## config.mk

```make
export PLATFORM = sky130hd
export DESIGN_NAME = router_pkt_reader
export DESIGN_NICKNAME = d
export VERILOG_FILES = /design/src/rtl/router_pkt_reader.sv
export SDC_FILE = /design/constraint.sdc
export NUM_CORES = 1
export LEC_CHECK = 0
export CELL_PAD_IN_SITES_DETAIL_PLACEMENT = 1
export CELL_PAD_IN_SITES_GLOBAL_PLACEMENT = 1
export CORE_MARGIN = 2
export CORE_UTILIZATION = 25
export DETAILED_ROUTE_END_ITERATION = 12
export PLACE_DENSITY = 0.47
export SLEW_MARGIN = 20
export SYNTH_ARGS = -nofsm -noshare
export SYNTH_HDL_FRONTEND = slang
export SYNTH_SLANG_ARGS = --single-unit
```

## constraint.sdc

```tcl
create_clock -name clock -period 5.5 [get_ports clock]
set_input_delay 1.65 -clock clock [delete_from_list [all_inputs] [get_ports clock]]
set_output_delay 1.65 -clock clock [all_outputs]
set_load 0.05 [all_outputs]
```

## src/rtl/router_pkt_reader.sv

```systemverilog
// Drains one router output port: issues FIFO reads, rebuilds each packet,
// streams its payload to the sink and checks length/parity and service latency.
module router_pkt_reader #(
   parameter int STALL_LIMIT = 29,
   parameter int GAP_LIMIT   = 64
) (
   input  logic       clock,
   input  logic       resetn,
   input  logic       valid_out,
   input  logic [7:0] data_out,
   input  logic       sink_stall,
   output logic       read_enb,
   output logic [7:0] pkt_hdr,
   output logic [7:0] pkt_byte,
   output logic       pkt_byte_vld,
   output logic       pkt_done,
   output logic       parity_err,
   output logic       pkt_abort,
   output logic       timeout_warn,
   output logic       active
);

   localparam int GAP_W = $clog2(GAP_LIMIT + 1);

   typedef enum logic [1:0] {IDLE, HDR_WAIT, STREAM, CHECK} state_t;

   state_t           r_state;
   logic [6:0]       r_rem;
   logic [6:0]       r_issued;
   logic [6:0]       r_rcv;
   logic [4:0]       r_stall;
   logic [GAP_W-1:0] r_gap;
   logic [7:0]       r_par;
   logic             r_rd_p1;

   logic             w_rd_en;
   logic             w_rd_eff;
   logic             w_more;
   logic             w_gap_cyc;
   logic [6:0]       w_rem;

   assign w_more    = (r_issued < r_rem);
   assign w_rem     = {1'b0, data_out[7:2]} + 7'd1;
   assign w_gap_cyc = !valid_out && w_more;

   always_comb begin
      w_rd_en = 1'b0;
      case (r_state)
         IDLE:    w_rd_en = valid_out & ~sink_stall;
         STREAM:  w_rd_en = valid_out & w_more;
         default: w_rd_en = 1'b0;
      endcase
   end

   // Held low during reset so no byte is pulled from the router and then lost.
   assign read_enb = resetn & w_rd_en;
   assign w_rd_eff = read_enb & valid_out;
   assign active   = (r_state != IDLE);

   always_ff @(posedge clock) begin
      if (!resetn) begin
         r_state      <= IDLE;
         r_rem        <= '0;
         r_issued     <= '0;
         r_rcv        <= '0;
         r_stall      <= '0;
         r_gap        <= '0;
         r_par        <= '0;
         r_rd_p1      <= 1'b0;
         pkt_hdr      <= '0;
         pkt_byte     <= '0;
         pkt_byte_vld <= 1'b0;
         pkt_done     <= 1'b0;
         parity_err   <= 1'b0;
         pkt_abort    <= 1'b0;
         timeout_warn <= 1'b0;
      end else begin
         pkt_byte_vld <= 1'b0;
         pkt_done     <= 1'b0;
         parity_err   <= 1'b0;
         pkt_abort    <= 1'b0;
         timeout_warn <= 1'b0;
         // p0 -> p1: remember which cycles launched a read; data lands one cycle later
         r_rd_p1      <= w_rd_eff;

         // Stall watch saturates at the limit so the warning fires once per episode.
         if (r_state == IDLE && valid_out && sink_stall) begin
            if (r_stall != 5'(STALL_LIMIT)) begin
               r_stall <= r_stall + 5'd1;
               if (r_stall == 5'(STALL_LIMIT - 1))
                  timeout_warn <= 1'b1;
            end
         end else begin
            r_stall <= '0;
         end

         case (r_state)
            IDLE: begin
               if (w_rd_eff)
                  r_state <= HDR_WAIT;
            end
            HDR_WAIT: begin
               pkt_hdr  <= data_out;
               r_par    <= data_out;
               r_rem    <= w_rem;
               r_rcv    <= w_rem;
               r_issued <= '0;
               r_gap    <= '0;
               r_state  <= STREAM;
            end
            STREAM: begin
               if (w_rd_eff) begin
                  r_issued <= r_issued + 7'd1;
                  r_gap    <= '0;
               end else if (w_gap_cyc) begin
                  r_gap <= r_gap + GAP_W'(1);
               end
               // p1 -> p2: returning byte is either payload or the trailing parity byte
               if (r_rd_p1) begin
                  r_rcv <= r_rcv - 7'd1;
                  if (r_rcv > 7'd1) begin
                     r_par        <= r_par ^ data_out;
                     pkt_byte     <= data_out;
                     pkt_byte_vld <= 1'b1;
                  end else begin
                     pkt_done   <= 1'b1;
                     parity_err <= (r_par != data_out);
                     r_state    <= CHECK;
                  end
               end else if (w_gap_cyc && r_gap == GAP_W'(GAP_LIMIT - 1)) begin
                  pkt_abort <= 1'b1;
                  r_state   <= IDLE;
               end
            end
            CHECK: begin
               r_state <= IDLE;
            end
            default: begin
               r_state <= IDLE;
            end
         endcase
      end
   end

endmodule

```

==> flow_metrics.env, run 1 <==
export IMPL_status="completed"
export IMPL_cts_inserted_buffers=9
export IMPL_die_w_um=122
export IMPL_critical_path_class="in2out"
export IMPL_ys_warnings_count=0
export IMPL_ir_worst_vdd_v=0.000157
export IMPL_layout_common_cells="dfxtp_1, nor2_1, clkdlybuf4s50_1"
export IMPL_crit_cells=5
export IMPL_synth_edff_count=0
export IMPL_crit_family="buffers and inverters"
export IMPL_hp_class="reg2reg"
export IMPL_grt_pass1_wl_um=17300
export IMPL_final_area_um2=4250
export IMPL_final_common_cell="dfxtp_1"
export IMPL_syn_nets=439
export IMPL_initial_core_util=0.254
export IMPL_insertion_delay_ns=0.35
export IMPL_crit_required_ns=3.85
export IMPL_ant_nets=0
export IMPL_crit_path_top_delay_cell="clkdlybuf4s50_1"
export IMPL_p_int_w=0.00111
export IMPL_clockBufferDepth=2
export IMPL_combPwrFrac=0.368
export IMPL_die_area_um2=14900
export IMPL_drt_pass1_iterations=6
export IMPL_use_met2=0.248
export IMPL_crit_path_end_kind="primary output"
export IMPL_fp_dieH_um=122
export IMPL_vias=3065
export IMPL_grt_max_degree=53
export IMPL_num_nets_final=461
export IMPL_fillers=1640
export IMPL_drive_gt1_frac=0.0778
export IMPL_ys_flop_type="dfxtp_1"
export IMPL_setup_worst_path_start_class="input pin"
export IMPL_num_rows=43
export IMPL_reg2regPathDepth=7
export IMPL_p_sw_frac=0.404
export IMPL_gp_congestion=0.738
export IMPL_hold_violations=0
export IMPL_core_area_um2=13800
export IMPL_synthCells=410
export IMPL_synth_area_per_cell_um2=8.52
export IMPL_period_needed_ns=4.97
export IMPL_max_freq_mhz=201
export IMPL_critical_path_max_stage_delay_ns=0.47
export IMPL_antenna_found_initial=0
export IMPL_multi_input_area_um2=2010
export IMPL_cts_resized=0
export IMPL_yosysSeqAreaShare=0.372
export IMPL_switchingPower_w=0.000754
export IMPL_seqCellArea_um2=1300
export IMPL_skew_ns=0.0102
export IMPL_path_common_cell="or2_2"
export IMPL_diodes=0
export IMPL_cts_max_level=3
export IMPL_wl_per_cell_um=16.7
export IMPL_worstHoldPathCells=2
export IMPL_p_leak_nw=1.54
export IMPL_critPathArrivalTime_ns=3.32
export IMPL_cts_sinks=65
export IMPL_portBuffers=34
export IMPL_area_growth_pct=21.7
export IMPL_drc_errors=0
export IMPL_slew_headroom=0.522
export IMPL_clock_power_share=0.290
export IMPL_maxCapViolCount=0
export IMPL_rsz0062_at_grt="no"
export IMPL_vias_per_cell=4.97
export IMPL_worst_slew_pin_transition_ns=0.712
export IMPL_cts_tree="built"
export IMPL_fin_util=0.309
export IMPL_hpwlAfterDp_um=6950
export IMPL_synth_seq_cells=65
export IMPL_pin_count=35
export IMPL_sequentialPowerShare=0.342
export IMPL_setup_violations=0
export IMPL_slew_violations=0
export IMPL_async_flop_share=0
export IMPL_drt_initial_drc_count=124
export IMPL_path_clk_slew_ns=0.06
export IMPL_use_met1=0.190
export IMPL_drt_wl_total_um=10300
export IMPL_crit_chain="clkdlybuf4s50_1 > or2_2 > or2_2 > a211oi_1 > buf_12"
export IMPL_cp_max_fo=3
export IMPL_min_period_over_period=0.904
export IMPL_ys_types=53
export IMPL_cts_root_buf="clkbuf_16"
export IMPL_globalRoute_totalOverflow=0
export IMPL_busiest_layer="met2"
export IMPL_hold_slack_ns=0.486
export IMPL_track_usage=0.151
export IMPL_powerDensity_nw_per_um2=439
export IMPL_syn_area_um2=3490
export IMPL_grt_use_met3=0.0423
export IMPL_ctsHoldBuffers=0
export IMPL_postPlaceCellArea_um2=3980
export IMPL_cp_num_buf_inv=2
export IMPL_grt_pass1_vias=3195
export IMPL_post_cts_buffers=0
export IMPL_tns_ns=0
## power by group through the flow
stage,sequential [W],combinational [W],clock (W)
floorplan,0.000672,0.000475,0
global placement,0.000644,0.000687,0
detailed placement,0.000647,0.000696,0
CTS,0.000638,0.000700,0.000559
global route,0.000653,0.000766,0.000583
finish,0.000638,0.000688,0.000541
## metal layers
metal / vias to the layer above / part of all wire
met5: - / 0
met4: 0 / 0.015
met3: 12 / 0.035
met2: 38 / 0.46
met1: 1489 / 0.49
li1: 1526 / -
## Yosys cell counts, types with 4 or more instances
cell type / count / share of area
nand2_1: 25 / 0.027
nor4_1: 4 / 0.0072
a21oi_1: 27 / 0.039
o21ai_0: 15 / 0.021
dfxtp_1: 65 / 0.37
a211oi_1: 10 / 0.021
ha_1: 17 / 0.061
inv_1: 16 / 0.017
nand3_1: 20 / 0.029
and3_1: 6 / 0.011
xnor2_1: 4 / 0.010
nand4_1: 7 / 0.013
nor3b_1: 7 / 0.015
xor2_1: 12 / 0.030
nor3_1: 15 / 0.021
a31oi_1: 11 / 0.020
a221oi_1: 7 / 0.018
clkbuf_1: 18 / 0.019
mux2i_1: 20 / 0.057
nor2_1: 37 / 0.040
nand2b_1: 5 / 0.0090
nor2b_1: 9 / 0.016
## tightest hold or removal path: cells and delay by family (launching register included)
kind            cells  cell delay (ns)
flops               1             0.31
simple gates        1             0.08
compound gates      1             0.05
## kinds of logic after synthesis
family,count (synthesis),synth area share
and+or+nand+nor,149,0.218
AOI/OAI and AO/OA,98,0.198
DFF,65,0.372
buffers and inverters,45,0.0537
muxes,20,0.0573
adders and majority gates,17,0.0609
xor gates and xnor gates,16,0.0401
## through the flow
stage / total power, W / cells / worst slack, ns
after floorplan: 0.00115 / 410 / 0.428
after global placement: 0.00133 / 601 / 0.520
after detailed placement: 0.00134 / 601 / 0.523
after CTS: 0.00190 / 617 / 0.523
after global routing: 0.00200 / 617 / 0.439
final: 0.00187 / 617 / 0.530
## layout make-up
| class | count | share of cell area |
|---|---|---|
| Clock buffer | 9 | 0.0530 |
| Tap cell | 180 | 0.0530 |
| Sequential cell | 65 | 0.306 |
| Multi-Input combinational cell | 300 | 0.472 |
| Clock inverter | 7 | 0.0112 |
| Inverter | 19 | 0.0168 |
| Timing Repair Buffer | 37 | 0.0877 |
## worst paths after layout
kind,slack (ns),from,to
setup reg to reg,2.79,r_state[0],r_state[1]
hold reg to reg,0.49,r_rem[4],r_rem[4]
setup / recovery,0.53,sink_stall,read_enb
hold / removal,0.49,r_rem[4],r_rem[4]
## registers in the layout (all words and copies together), names as in the netlist
name	cells
parity_err	1
pkt_abort	1
pkt_byte	8
pkt_byte_vld	1
pkt_done	1
pkt_hdr	8
r_gap	7
r_issued	7
r_par	8
r_rcv	7
r_rd_p1	1
r_rem	7
r_stall	5
r_state	2
timeout_warn	1
(Power assumes the default switching activity.)
==> run 2: changes to the inputs <==
- CORE_UTILIZATION: 25 -> 40
- PLACE_DENSITY: 0.47 -> 0.71
==> run 2 against run 1 <==
Net effect:
- first-iteration DRC count decreased by 27%
- cell area decreased by 4.3%
- register-to-register slack improved by 0.08 ns
- critical path depth unchanged
- die area decreased by 36%
- sequential cell count unchanged
- power decreased by 7.6%
- via count increased by 1.2%
- clock power decreased by 25%
- global-route usage increased by 5.3 points
- clock skew decreased by 0.00068 ns
- largest cell class unchanged
- highest routed layer unchanged
==> flow_metrics.env, run 2 (synthesis gave the netlist of run 1 again) <==
export IMPL_vias_per_cell=5.70
export IMPL_sequentialPowerShare=0.370
export IMPL_largestRegisters="pkt_byte x8, pkt_hdr x8, r_par x8"
export IMPL_gp_congestion=0.806
export IMPL_wl_per_cell_um=17.3
export IMPL_period_needed_ns=4.93
export IMPL_post_cts_buffers=0
export IMPL_maxCapViolCount=0
export IMPL_crit_path_end_kind="primary output"
export IMPL_clockBufferDepth=2
export IMPL_cts_sinks=65
export IMPL_hp_class="reg2reg"
export IMPL_combPwrFrac=0.394
export IMPL_portBuffers=34
export IMPL_critPathArrivalTime_ns=3.28
export IMPL_switchingPower_w=0.000696
export IMPL_initial_core_util=0.407
export IMPL_p_sw_frac=0.403
export IMPL_path_clk_slew_ns=0.08
export IMPL_cts_inserted_buffers=9
export IMPL_setup_violations=0
export IMPL_skew_ns=0.00957
export IMPL_worst_slew_pin_transition_ns=0.719
export IMPL_grt_max_degree=53
export IMPL_slew_headroom=0.518
export IMPL_num_rows=34
export IMPL_cts_max_level=3
export IMPL_antenna_found_initial=0
export IMPL_core_area_um2=8590
export IMPL_status="completed"
export IMPL_p_leak_nw=1.50
export IMPL_track_usage=0.205
export IMPL_hold_slack_ns=0.494
export IMPL_drt_initial_drc_count=90
export IMPL_drive_gt1_frac=0.0688
export IMPL_num_nets_final=460
export IMPL_vias=3102
export IMPL_grt_pass1_vias=3250
export IMPL_p_int_w=0.00103
export IMPL_final_common_cell="dfxtp_1"
export IMPL_die_area_um2=9500
export IMPL_ant_nets=0
export IMPL_drt_pass1_iterations=4
export IMPL_rsz0062_at_grt="no"
export IMPL_finalPower_w=0.00173
export IMPL_fillers=1035
export IMPL_insertion_delay_ns=0.34
export IMPL_area_growth_pct=16.5
export IMPL_multi_input_area_um2=2010
export IMPL_seqCellArea_um2=1300
export IMPL_setup_worst_path_start_class="input pin"
export IMPL_pin_count=35
export IMPL_fp_dieH_um=97.5
export IMPL_hold_violations=0
export IMPL_grt_pass1_wl_um=15900
export IMPL_slew_violations=0
export IMPL_globalRoute_totalOverflow=0
export IMPL_cp_max_fo=3
export IMPL_cts_resized=0
export IMPL_powerDensity_nw_per_um2=424
export IMPL_hpwlAfterDp_um=6540
export IMPL_cts_tree="built"
export IMPL_drc_errors=0
export IMPL_diodes=0
export IMPL_ctsHoldBuffers=0
export IMPL_crit_required_ns=3.85
export IMPL_tns_ns=0
export IMPL_ir_worst_vdd_v=0.000294
export IMPL_layout_common_cells="dfxtp_1, nor2_1, clkdlybuf4s50_1"
export IMPL_clock_power_share=0.236
export IMPL_critical_path_class="in2out"
export IMPL_max_freq_mhz=203
export IMPL_drt_wl_total_um=9400
export IMPL_min_period_over_period=0.897
export IMPL_cts_root_buf="clkbuf_8"
export IMPL_die_w_um=97.5
## run 2: changes by cell type in the layout (fill, tap and decap cells not counted)
cell,change
buf_4,-1
bufinv_16,+1
clkbuf_1,+3
clkbuf_16,-9
clkbuf_8,+10
clkinv_2,-1
clkinv_4,-2
clkinvlp_4,-2
## run 2: area by class of cell
cell class,instances,share of cell area
multi-input combinational,300,0.493
clock inverter,3,0.00984
tap,108,0.0332
inverter,19,0.0175
timing repair buffer,36,0.0898
clock buffer,13,0.0366
sequential,65,0.320
## run 2: path summary, 6_finish.rpt
path | end | cells after the start | slack [ns] | start
worst max-delay path | read_enb | 5 | 0.57 | sink_stall
worst min-delay path | r_rem[4] | 2 | 0.49 | r_rem[4]
worst max register to register | r_state[1] | 7 | 2.87 | r_state[0]
worst min register to register | r_rem[4] | 2 | 0.49 | r_rem[4]
## run 2: power groups by stage
stage               combinational, W  sequential (W)  clock (W)
floorplan                   0.000475        0.000672          0
global placement            0.000663        0.000641          0
detailed placement          0.000682        0.000648          0
CTS                         0.000685        0.000637   0.000423
global route                0.000751        0.000652   0.000444
finish                      0.000679        0.000639   0.000407
## run 2: stage by stage
step | setup WS (ns) | util | cells | instance area, um^2
after floorplan | 0.428 | - | 410 | 3490
after global placement | 0.562 | 0.451 | 528 | 3880
after detailed placement | 0.576 | 0.451 | 528 | 3880
after CTS | 0.576 | 0.473 | 544 | 4070
after global routing | 0.535 | 0.474 | 544 | 4070
final | 0.567 | 0.474 | 544 | 4070
## run 2: worst max-delay path: stages
cell and delay, ns:
clkdlybuf4s50_1 0.43, or2_2 0.29, or2_2 0.28, a211oi_1 0.43, buf_12 0.20
## run 2: per-layer routing
layer	wire length (um)	vias to the layer above	track usage	share of wire
li1	-	1523	-	-
met5	0	-	0	0
met3	271	13	0.0417	0.029
met4	180	0	0.0844	0.019
met1	4270	1510	0.250	0.45
met2	4670	56	0.350	0.50
==> run 3: changes to the inputs <==
- TNS_END_PERCENT: default -> 50
==> results of run 3 <==
The final DEF is identical to that of run 2; final timing and power are the same.
